`config.mk`:
```
export PLATFORM = sky130hd
export DESIGN_NAME = multicycle_ctrl_flat
export DESIGN_NICKNAME = d
export VERILOG_FILES = /design/src/rtl/multicycle_ctrl_if.sv /design/src/rtl/multicycle_ctrl.sv /design/src/flat_wrapper.sv
export SDC_FILE = /design/constraint.sdc
export NUM_CORES = 1
export LEC_CHECK = 0
export ABC_AREA = 1
export BUFFER_PORTS_ARGS = -buffer_cell sky130_fd_sc_hd__buf_2
export CORE_UTILIZATION = 54
export CTS_BUF_LIST = sky130_fd_sc_hd__clkbuf_2 sky130_fd_sc_hd__clkbuf_4 sky130_fd_sc_hd__clkbuf_8
export CTS_CLUSTER_DIAMETER = 150
export DETAILED_ROUTE_END_ITERATION = 16
export PLACE_DENSITY = 0.84
export SYNTH_ARGS = -nofsm -noshare
export SYNTH_HDL_FRONTEND = slang
export SYNTH_SLANG_ARGS = --single-unit
export TNS_END_PERCENT = 30
```
`constraint.sdc`:
```
create_clock -name clk_i -period 3.8 [get_ports clk_i]
set_input_delay 0.76 -clock clk_i [delete_from_list [all_inputs] [get_ports clk_i]]
set_output_delay 0.76 -clock clk_i [all_outputs]
set_load 0.02 [all_outputs]
```
`src/rtl/multicycle_ctrl_if.sv`:
```
// Handshake/control bundle between multicycle_ctrl and the RV32I datapath.
// master = controller side, slave = datapath/memory side.
interface multicycle_ctrl_if #(
    parameter int CNT_W = 32
);
    logic [31:0]      inst_i;
    logic             BrEq_i;
    logic             BrLt_i;
    logic             imem_ack_i;
    logic             dmem_ack_i;
    logic             mdu_done_i;

    logic             RegWEn_o;
    logic             Bsel_o;
    logic             MemRW_o;
    logic             BrUn_o;
    logic             PCSel_o;
    logic             Asel_o;
    logic [3:0]       AluSel_o;
    logic [2:0]       ImmSel_o;
    logic [1:0]       WBSel_o;
    logic             PCWEn_o;
    logic             IRWEn_o;
    logic             imem_req_o;
    logic             dmem_req_o;
    logic             mdu_start_o;
    logic             illegal_o;
    logic             timeout_o;
    logic [2:0]       state_o;
    logic [CNT_W-1:0] instret_o;

    modport master (
        input  inst_i, BrEq_i, BrLt_i, imem_ack_i, dmem_ack_i, mdu_done_i,
        output RegWEn_o, Bsel_o, MemRW_o, BrUn_o, PCSel_o, Asel_o, AluSel_o,
               ImmSel_o, WBSel_o, PCWEn_o, IRWEn_o, imem_req_o, dmem_req_o,
               mdu_start_o, illegal_o, timeout_o, state_o, instret_o
    );

    modport slave (
        output inst_i, BrEq_i, BrLt_i, imem_ack_i, dmem_ack_i, mdu_done_i,
        input  RegWEn_o, Bsel_o, MemRW_o, BrUn_o, PCSel_o, Asel_o, AluSel_o,
               ImmSel_o, WBSel_o, PCWEn_o, IRWEn_o, imem_req_o, dmem_req_o,
               mdu_start_o, illegal_o, timeout_o, state_o, instret_o
    );
endinterface

```
`src/rtl/multicycle_ctrl.sv`:
```
// Multi-cycle RV32I control unit: decode, FETCH/DECODE/EXEC/MEM/WB sequencing, watchdog, traps.
// Optional M-extension sequencing is compiled in with `define RV32M_EN.
//
// state  | meaning
// FETCH  | imem request outstanding, IR written on ack
// DECODE | legality check of the instruction register
// EXEC   | ALU cycle; branches resolve and retire here
// MEM    | dmem request outstanding; stores retire on ack
// WB     | register write-back, PC update, retire
// MDU    | waiting for multiply/divide result
// TRAP   | absorbing until reset
module multicycle_ctrl #(
    parameter int TIMEOUT_W = 8,
    parameter int TIMEOUT   = 255,
    parameter int CNT_W     = 32
) (
    input  logic               clk_i,
    input  logic               rst_ni,
    multicycle_ctrl_if.master  bus
);
    typedef enum logic [2:0] {
        FETCH  = 3'd0,
        DECODE = 3'd1,
        EXEC   = 3'd2,
        MEM    = 3'd3,
        WB     = 3'd4,
        MDU    = 3'd5,
        TRAP   = 3'd7
    } state_t;

    localparam logic [6:0] OPC_LUI    = 7'b0110111;
    localparam logic [6:0] OPC_AUIPC  = 7'b0010111;
    localparam logic [6:0] OPC_JAL    = 7'b1101111;
    localparam logic [6:0] OPC_JALR   = 7'b1100111;
    localparam logic [6:0] OPC_BRANCH = 7'b1100011;
    localparam logic [6:0] OPC_LOAD   = 7'b0000011;
    localparam logic [6:0] OPC_STORE  = 7'b0100011;
    localparam logic [6:0] OPC_OPIMM  = 7'b0010011;
    localparam logic [6:0] OPC_OP     = 7'b0110011;

    localparam logic [3:0] ALU_ADD = 4'b0000;
    localparam logic [3:0] ALU_B   = 4'b1111;

    localparam logic [2:0] IMM_I = 3'd0;
    localparam logic [2:0] IMM_S = 3'd1;
    localparam logic [2:0] IMM_B = 3'd2;
    localparam logic [2:0] IMM_U = 3'd3;
    localparam logic [2:0] IMM_J = 3'd4;

    localparam logic [1:0] WB_MEM = 2'b00;
    localparam logic [1:0] WB_ALU = 2'b01;
    localparam logic [1:0] WB_PC4 = 2'b10;
    localparam logic [1:0] WB_MDU = 2'b11;

    localparam logic [TIMEOUT_W-1:0] TO_LIM = TIMEOUT_W'(TIMEOUT);

    state_t               state_q, state_d;
    logic [TIMEOUT_W-1:0] wd_q, wd_d, wd_inc;
    logic [CNT_W-1:0]     instret_q, instret_d;
    logic                 illegal_q, illegal_d;
    logic                 timeout_q, timeout_d;

    logic [31:0] inst;
    logic [6:0]  opcode, f7;
    logic [2:0]  f3;

    logic       legal, is_branch, is_load, is_store, is_jump, is_mdu;
    logic [3:0] alu_sel;
    logic [2:0] imm_sel;
    logic [1:0] wb_sel;
    logic       a_sel, b_sel, br_un, br_taken;

    logic imem_req, dmem_req, ir_wen, pc_wen, reg_wen, mem_rw, pc_sel;

    assign inst   = bus.inst_i;
    assign opcode = inst[6:0];
    assign f3     = inst[14:12];
    assign f7     = inst[31:25];

    // Static decode: depends only on the instruction register, so it stays
    // stable from DECODE through retire while inst_i is held.
    always_comb begin
        legal     = 1'b0;
        is_branch = 1'b0;
        is_load   = 1'b0;
        is_store  = 1'b0;
        is_jump   = 1'b0;
        is_mdu    = 1'b0;
        alu_sel   = ALU_ADD;
        imm_sel   = IMM_I;
        wb_sel    = WB_ALU;
        a_sel     = 1'b0;
        b_sel     = 1'b0;
        br_un     = 1'b0;
        case (opcode)
            OPC_LUI: begin
                legal   = 1'b1;
                imm_sel = IMM_U;
                b_sel   = 1'b1;
                alu_sel = ALU_B;
            end
            OPC_AUIPC: begin
                legal   = 1'b1;
                imm_sel = IMM_U;
                a_sel   = 1'b1;
                b_sel   = 1'b1;
            end
            OPC_JAL: begin
                legal   = 1'b1;
                is_jump = 1'b1;
                imm_sel = IMM_J;
                a_sel   = 1'b1;
                b_sel   = 1'b1;
                wb_sel  = WB_PC4;
            end
            OPC_JALR: begin
                legal   = (f3 == 3'b000);
                is_jump = 1'b1;
                b_sel   = 1'b1;
                wb_sel  = WB_PC4;
            end
            OPC_BRANCH: begin
                legal     = (f3[2:1] != 2'b01);
                is_branch = 1'b1;
                imm_sel   = IMM_B;
                a_sel     = 1'b1;
                b_sel     = 1'b1;
                br_un     = f3[1];
            end
            OPC_LOAD: begin
                legal   = (f3 != 3'b011) && (f3[2:1] != 2'b11);
                is_load = 1'b1;
                b_sel   = 1'b1;
                wb_sel  = WB_MEM;
            end
            OPC_STORE: begin
                legal    = !f3[2] && (f3 != 3'b011);
                is_store = 1'b1;
                imm_sel  = IMM_S;
                b_sel    = 1'b1;
            end
            OPC_OPIMM: begin
                b_sel   = 1'b1;
                alu_sel = {(f3 == 3'b101) && inst[30], f3};
                if (f3 == 3'b001)
                    legal = (f7 == 7'b0000000);
                else if (f3 == 3'b101)
                    legal = (f7 == 7'b0000000) || (f7 == 7'b0100000);
                else
                    legal = 1'b1;
            end
            OPC_OP: begin
                alu_sel = {inst[30], f3};
                legal   = (f7 == 7'b0000000) ||
                          ((f7 == 7'b0100000) && ((f3 == 3'b000) || (f3 == 3'b101)));
`ifdef RV32M_EN
                if (f7 == 7'b0000001) begin
                    legal   = 1'b1;
                    is_mdu  = 1'b1;
                    alu_sel = ALU_ADD;
                    wb_sel  = WB_MDU;
                end
`endif
            end
            default: legal = 1'b0;
        endcase
    end

    // f3[2] selects the less-than compare, f3[0] inverts the sense
    assign br_taken = f3[2] ? (bus.BrLt_i ^ f3[0]) : (bus.BrEq_i ^ f3[0]);
    assign wd_inc   = wd_q + 1'b1;

    always_comb begin
        state_d   = state_q;
        wd_d      = wd_q;
        illegal_d = illegal_q;
        timeout_d = timeout_q;
        imem_req  = 1'b0;
        dmem_req  = 1'b0;
        ir_wen    = 1'b0;
        pc_wen    = 1'b0;
        reg_wen   = 1'b0;
        mem_rw    = 1'b0;
        pc_sel    = 1'b0;
        case (state_q)
            FETCH: begin
                imem_req = 1'b1;
                if (bus.imem_ack_i) begin
                    ir_wen  = 1'b1;
                    state_d = DECODE;
                end else if (wd_inc == TO_LIM) begin
                    state_d   = TRAP;
                    timeout_d = 1'b1;
                end else begin
                    wd_d = wd_inc;
                end
            end
            DECODE: begin
                if (legal) begin
                    state_d = EXEC;
                end else begin
                    state_d   = TRAP;
                    illegal_d = 1'b1;
                end
            end
            EXEC: begin
                if (is_branch) begin
                    pc_wen  = 1'b1;
                    pc_sel  = br_taken;
                    state_d = FETCH;
                end else if (is_load || is_store) begin
                    state_d = MEM;
                end else if (is_mdu) begin
                    state_d = MDU;
                end else begin
                    state_d = WB;
                end
            end
            MEM: begin
                dmem_req = 1'b1;
                mem_rw   = is_store;
                if (bus.dmem_ack_i) begin
                    if (is_store) begin
                        pc_wen  = 1'b1;
                        state_d = FETCH;
                    end else begin
                        state_d = WB;
                    end
                end else if (wd_inc == TO_LIM) begin
                    state_d   = TRAP;
                    timeout_d = 1'b1;
                end else begin
                    wd_d = wd_inc;
                end
            end
            WB: begin
                reg_wen = 1'b1;
                pc_wen  = 1'b1;
                pc_sel  = is_jump;
                state_d = FETCH;
            end
            MDU: begin
`ifdef RV32M_EN
                if (bus.mdu_done_i)
                    state_d = WB;
`else
                state_d = TRAP;
`endif
            end
            TRAP:    state_d = TRAP;
            default: state_d = TRAP;
        endcase
        if (state_d != state_q)
            wd_d = '0;
    end

    assign instret_d = instret_q + CNT_W'(pc_wen);

    always_ff @(posedge clk_i) begin
        if (!rst_ni) begin
            state_q   <= FETCH;
            wd_q      <= '0;
            instret_q <= '0;
            illegal_q <= 1'b0;
            timeout_q <= 1'b0;
        end else begin
            state_q   <= state_d;
            wd_q      <= wd_d;
            instret_q <= instret_d;
            illegal_q <= illegal_d;
            timeout_q <= timeout_d;
        end
    end

`ifdef RV32M_EN
    logic mdu_start_q, mdu_start_d;
    assign mdu_start_d = (state_q == EXEC) && (state_d == MDU);

    always_ff @(posedge clk_i) begin
        if (!rst_ni)
            mdu_start_q <= 1'b0;
        else
            mdu_start_q <= mdu_start_d;
    end

    assign bus.mdu_start_o = rst_ni & mdu_start_q;
`else
    assign bus.mdu_start_o = 1'b0;
`endif

    // Every output is forced low while reset is held, including the fetch request.
    assign bus.imem_req_o = rst_ni & imem_req;
    assign bus.dmem_req_o = rst_ni & dmem_req;
    assign bus.IRWEn_o    = rst_ni & ir_wen;
    assign bus.PCWEn_o    = rst_ni & pc_wen;
    assign bus.RegWEn_o   = rst_ni & reg_wen;
    assign bus.MemRW_o    = rst_ni & mem_rw;
    assign bus.PCSel_o    = rst_ni & pc_sel;
    assign bus.Asel_o     = rst_ni & a_sel;
    assign bus.Bsel_o     = rst_ni & b_sel;
    assign bus.BrUn_o     = rst_ni & br_un;
    assign bus.AluSel_o   = rst_ni ? alu_sel : 4'd0;
    assign bus.ImmSel_o   = rst_ni ? imm_sel : 3'd0;
    assign bus.WBSel_o    = rst_ni ? wb_sel  : 2'd0;
    assign bus.illegal_o  = rst_ni & illegal_q;
    assign bus.timeout_o  = rst_ni & timeout_q;
    assign bus.state_o    = rst_ni ? state_q : 3'd0;
    assign bus.instret_o  = rst_ni ? instret_q : '0;

    logic unused_bits;
    assign unused_bits = ^{inst[24:15], inst[11:7], bus.mdu_done_i};
endmodule
```
`src/flat_wrapper.sv`:
```
// flat-port wrapper written by rule: the top's interface ports become plain ports
module multicycle_ctrl_flat 
#(
    parameter int TIMEOUT_W = 8,
    parameter int TIMEOUT   = 255,
    parameter int CNT_W     = 32
)
  (clk_i, rst_ni, bus_inst_i, bus_BrEq_i, bus_BrLt_i, bus_imem_ack_i, bus_dmem_ack_i, bus_mdu_done_i, bus_RegWEn_o, bus_Bsel_o, bus_MemRW_o, bus_BrUn_o, bus_PCSel_o, bus_Asel_o, bus_AluSel_o, bus_ImmSel_o, bus_WBSel_o, bus_PCWEn_o, bus_IRWEn_o, bus_imem_req_o, bus_dmem_req_o, bus_mdu_start_o, bus_illegal_o, bus_timeout_o, bus_state_o, bus_instret_o);
  multicycle_ctrl_if #(.CNT_W(CNT_W)) bus_i ();
  input  logic clk_i;
  input  logic rst_ni;
  input wire logic [$bits(bus_i.inst_i)-1:0] bus_inst_i;
  input wire logic [$bits(bus_i.BrEq_i)-1:0] bus_BrEq_i;
  input wire logic [$bits(bus_i.BrLt_i)-1:0] bus_BrLt_i;
  input wire logic [$bits(bus_i.imem_ack_i)-1:0] bus_imem_ack_i;
  input wire logic [$bits(bus_i.dmem_ack_i)-1:0] bus_dmem_ack_i;
  input wire logic [$bits(bus_i.mdu_done_i)-1:0] bus_mdu_done_i;
  output wire logic [$bits(bus_i.RegWEn_o)-1:0] bus_RegWEn_o;
  output wire logic [$bits(bus_i.Bsel_o)-1:0] bus_Bsel_o;
  output wire logic [$bits(bus_i.MemRW_o)-1:0] bus_MemRW_o;
  output wire logic [$bits(bus_i.BrUn_o)-1:0] bus_BrUn_o;
  output wire logic [$bits(bus_i.PCSel_o)-1:0] bus_PCSel_o;
  output wire logic [$bits(bus_i.Asel_o)-1:0] bus_Asel_o;
  output wire logic [$bits(bus_i.AluSel_o)-1:0] bus_AluSel_o;
  output wire logic [$bits(bus_i.ImmSel_o)-1:0] bus_ImmSel_o;
  output wire logic [$bits(bus_i.WBSel_o)-1:0] bus_WBSel_o;
  output wire logic [$bits(bus_i.PCWEn_o)-1:0] bus_PCWEn_o;
  output wire logic [$bits(bus_i.IRWEn_o)-1:0] bus_IRWEn_o;
  output wire logic [$bits(bus_i.imem_req_o)-1:0] bus_imem_req_o;
  output wire logic [$bits(bus_i.dmem_req_o)-1:0] bus_dmem_req_o;
  output wire logic [$bits(bus_i.mdu_start_o)-1:0] bus_mdu_start_o;
  output wire logic [$bits(bus_i.illegal_o)-1:0] bus_illegal_o;
  output wire logic [$bits(bus_i.timeout_o)-1:0] bus_timeout_o;
  output wire logic [$bits(bus_i.state_o)-1:0] bus_state_o;
  output wire logic [$bits(bus_i.instret_o)-1:0] bus_instret_o;
  assign bus_i.inst_i = bus_inst_i;
  assign bus_i.BrEq_i = bus_BrEq_i;
  assign bus_i.BrLt_i = bus_BrLt_i;
  assign bus_i.imem_ack_i = bus_imem_ack_i;
  assign bus_i.dmem_ack_i = bus_dmem_ack_i;
  assign bus_i.mdu_done_i = bus_mdu_done_i;
  assign bus_RegWEn_o = bus_i.RegWEn_o;
  assign bus_Bsel_o = bus_i.Bsel_o;
  assign bus_MemRW_o = bus_i.MemRW_o;
  assign bus_BrUn_o = bus_i.BrUn_o;
  assign bus_PCSel_o = bus_i.PCSel_o;
  assign bus_Asel_o = bus_i.Asel_o;
  assign bus_AluSel_o = bus_i.AluSel_o;
  assign bus_ImmSel_o = bus_i.ImmSel_o;
  assign bus_WBSel_o = bus_i.WBSel_o;
  assign bus_PCWEn_o = bus_i.PCWEn_o;
  assign bus_IRWEn_o = bus_i.IRWEn_o;
  assign bus_imem_req_o = bus_i.imem_req_o;
  assign bus_dmem_req_o = bus_i.dmem_req_o;
  assign bus_mdu_start_o = bus_i.mdu_start_o;
  assign bus_illegal_o = bus_i.illegal_o;
  assign bus_timeout_o = bus_i.timeout_o;
  assign bus_state_o = bus_i.state_o;
  assign bus_instret_o = bus_i.instret_o;
  multicycle_ctrl #(.TIMEOUT_W(TIMEOUT_W), .TIMEOUT(TIMEOUT), .CNT_W(CNT_W)) u_core (.clk_i(clk_i), .rst_ni(rst_ni), .bus(bus_i));
endmodule
```
==> summary.txt <==
STA
  • Clk_skew: ~0.011 ns
  • Setup Viol. Count Final: 0
  • Setup TNS Final: 0 ns
  • Highest clock rate: 299 MHz
  • Final Cycle Share: 0.880
  • Worst slew pin tran: 0.561 ns
  • Max_slew headroom: 0.626
  • Final worst slack: 0.455 ns
  • Final Hold Fails: 0
  • Post-layout minimum cycle time: 3.35 ns
  • Unrepaired setup endpoints after global routing: false
  • Slew Viols, Final: 0

Worst setup path
  • Critical path peak fanout: 5
  • Worst Setup End Kind: register
  • CP startpoint kind: primary input
  • Setup CP Type: in2reg
  • FF-to-FF Start: u_core.state_q[2]
  • Worst Path Arrival: roughly 3.5 ns
  • Crit path required time: 3.98 ns
  • Worst reg2reg path depth: 20
  • R2R Setup Slk: 0.76 ns
  • Critical R2R Capture: u_core.instret_q[28]

Global routing
  • First-pass GRT wire length: 12200 um
  • Grt ovf: 0
  • Largest net degree at the start of global routing: 35
  • Initial antenna violation count: 0
  • Number of global-route vias before repair: 3039
  • Total track usage: 0.242

Placed design
  • Buffers on Ports: 78
  • GP Congestion: 0.945
  • Placed instance count: between 600 and 700
  • Place WS: 0.164 ns
  • Hpwl dp: 5680 um
  • Post-DP Area: 3620 um^2

Layout
  • Share of cells above drive strength 1: 0.197
  • Final Util: 0.663
  • Antenna diode count: 0
  • Most frequent cells in the layout: 139 x nand2_1, 111 x inv_1, 78 x buf_2
  • Fin nets: 653
  • Non-Filler Instances: 681
  • Most common cell after layout, fill and taps aside: nand2_1
  • Synth-to-layout area growth: 17.0%
  • Post-route cell area: 3700 um^2

Floorplan
  • Num rows: 27
  • Die Wd: slightly below 80 um
  • Die span in y: a little under 80 um
  • # IOs: 96
  • Core area: 5570 um^2
  • Initial Util: 0.567
  • Die area: between 6000 and 7000 um^2

CTS
  • CTS Buffer Depth: 2
  • Clk slew on worst S/H paths: 0.07 ns
  • CTS Buf Count: 5
  • Clk sinks: between 40 and 50
  • CTS tree: yes
  • Setup bufs post-CTS: 0
  • Post_cts resized: 0
  • Clk root buf: clkbuf_8
  • CTS H-Tree Depth: 2
  • Hold bufs inserted after CTS: 0
  • Clock Latency Late Sink: 0.30 ns

Flow run
  • Max cap viols: 0

Routing
  • DR vias/cell: 5.03
  • Via count: 3424
  • Final wirelength: 7210 um
  • Drt wl/cell: ~11 um
  • Residual DRC: 0
  • Drt pass-1 iters: 5
  • Antenna-violating nets left: 0
  • First DRT Iteration DRCs: 161

Min path
  • Hold crit path type: reg2reg
  • Hold path startpoint: u_core.illegal_q
  • Hold Path Sink: u_core.illegal_q
  • Hold path cells: 2

Power and ir drop
  • Power per Cell Area: 354 nW/um^2
  • Max VDD drop: 0.169 mV
  • Leak: 2.07 nW

Logic synthesis
  • Post-synth EDFFs: 0
  • Cells after synthesis: 531
  • Most used DFF post-synth: dfxtp_1
  • Async SR Flop Fraction: 0
  • Yosys warning count: 0
  • Syn_nets: ~570
  • Seq cells post-synth: 45
  • Mean post-synth cell area: 5.95 um^2
  • Synthesized area: 3160 um^2
  • Distinct cells, synth: 38
  • Post-synthesis sequential area ratio: 0.285

Run status
  • Status: complete, no violations
[area by class of cell]
| type | instances | area (um^2) |
|---|---|---|
| Fill cell | 531 | 1880 |
| Multi-Input combinational cell | 359 | 1770 |
| Sequential cell | 45 | 901 |
| Timing Repair Buffer | 84 | 435 |
| Inverter | 115 | 432 |
| Tap cell | 72 | 90.1 |
| Clock buffer | 5 | 68.8 |
| Clock inverter | 1 | 5.00 |
[cells in the mapped netlist (5+ instances only)]
cell type,n,share of area
clkbuf_1,7,0.0083
nand2_1,139,0.17
nor2_1,64,0.076
nand2_2,6,0.012
dfxtp_1,45,0.29
a21oi_1,27,0.043
nand4_1,7,0.014
nor2_2,10,0.020
nand3_1,26,0.041
o21ai_0,18,0.029
nor3_1,16,0.025
xor2_1,5,0.014
inv_1,111,0.13
[registers in the layout (all words and copies together), names as in the netlist]
name,count
u_core.illegal_q,1
u_core.instret_q,32
u_core.state_q,3
u_core.timeout_q,1
u_core.wd_q,8
[worst max-delay path by stage]
| stage | startpoint | endpoint |
|---|---|---|
| after detailed placement | bus_inst_i[3] | u_core.instret_q[28] |
| after CTS | bus_inst_i[3] | u_core.instret_q[28] |
| after floorplan | bus_inst_i[3] | u_core.instret_q[28] |
| after global placement | bus_inst_i[3] | u_core.instret_q[28] |
| after global routing | bus_inst_i[3] | u_core.instret_q[31] |
| final | bus_inst_i[3] | u_core.instret_q[28] |
[logic make-up (layout without fill, tap and decap cells)]
group	after synthesis	after routing	share of synthesized area
xor gates and xnor gates	7	7	0.0194
other	1	1	0.00119
AOI/OAI and AO/OA	64	64	0.117
muxes	1	1	0.00356
buffers and inverters	127	205	0.156
adders and majority gates	4	4	0.0158
and+or+nand+nor	282	282	0.402
DFF	45	45	0.285
[routing by layer]
| layer | global-route usage | vias up | share of wire |
|---|---|---|---|
| li1 | - | 1803 | - |
| met1 | 0.299 | 1522 | 0.47 |
| met2 | 0.421 | 88 | 0.46 |
| met3 | 0.0384 | 11 | 0.047 |
| met4 | 0.0926 | 0 | 0.017 |
| met5 | 0 | - | 0 |
[critical path, stage by stage]
cell and delay, ns:
buf_2 0.11, inv_1 0.10, nand2_1 0.08, nor2_2 0.12
inv_2 0.06, nor2_1 0.12, inv_1 0.05, nor2_1 0.11
inv_1 0.09, o211ai_1 0.22, ha_1 0.22, ha_1 0.16
nand2_1 0.06, inv_2 0.09, nand4_4 0.11, nor2_2 0.14
nand2_2 0.08, nor2_2 0.12, nand3_2 0.15, nor2_4 0.17
nand3_4 0.10, nor2_4 0.12, nand3_1 0.07, nand2_1 0.06
a21oi_1 0.04
[stage by stage]
step           power (mW)  hold slack [ns]
4_1_cts              1.31            0.468
3_5_place_dp         1.04            0.450
5_1_grt              1.40            0.495
3_3_place_gp         1.03            0.432
2_1_floorplan       0.935            0.417
6_report             1.31            0.466
[report_power, final]
group          leakage, nW  total [mW]  internal [mW]  switching (mW)
registers            0.363       0.531          0.500          0.0306
logic                 1.67       0.503          0.159           0.343
clock network       0.0399       0.274          0.121           0.153
total                 2.07        1.31          0.781           0.527
Power figures use the tool's default switching activity.
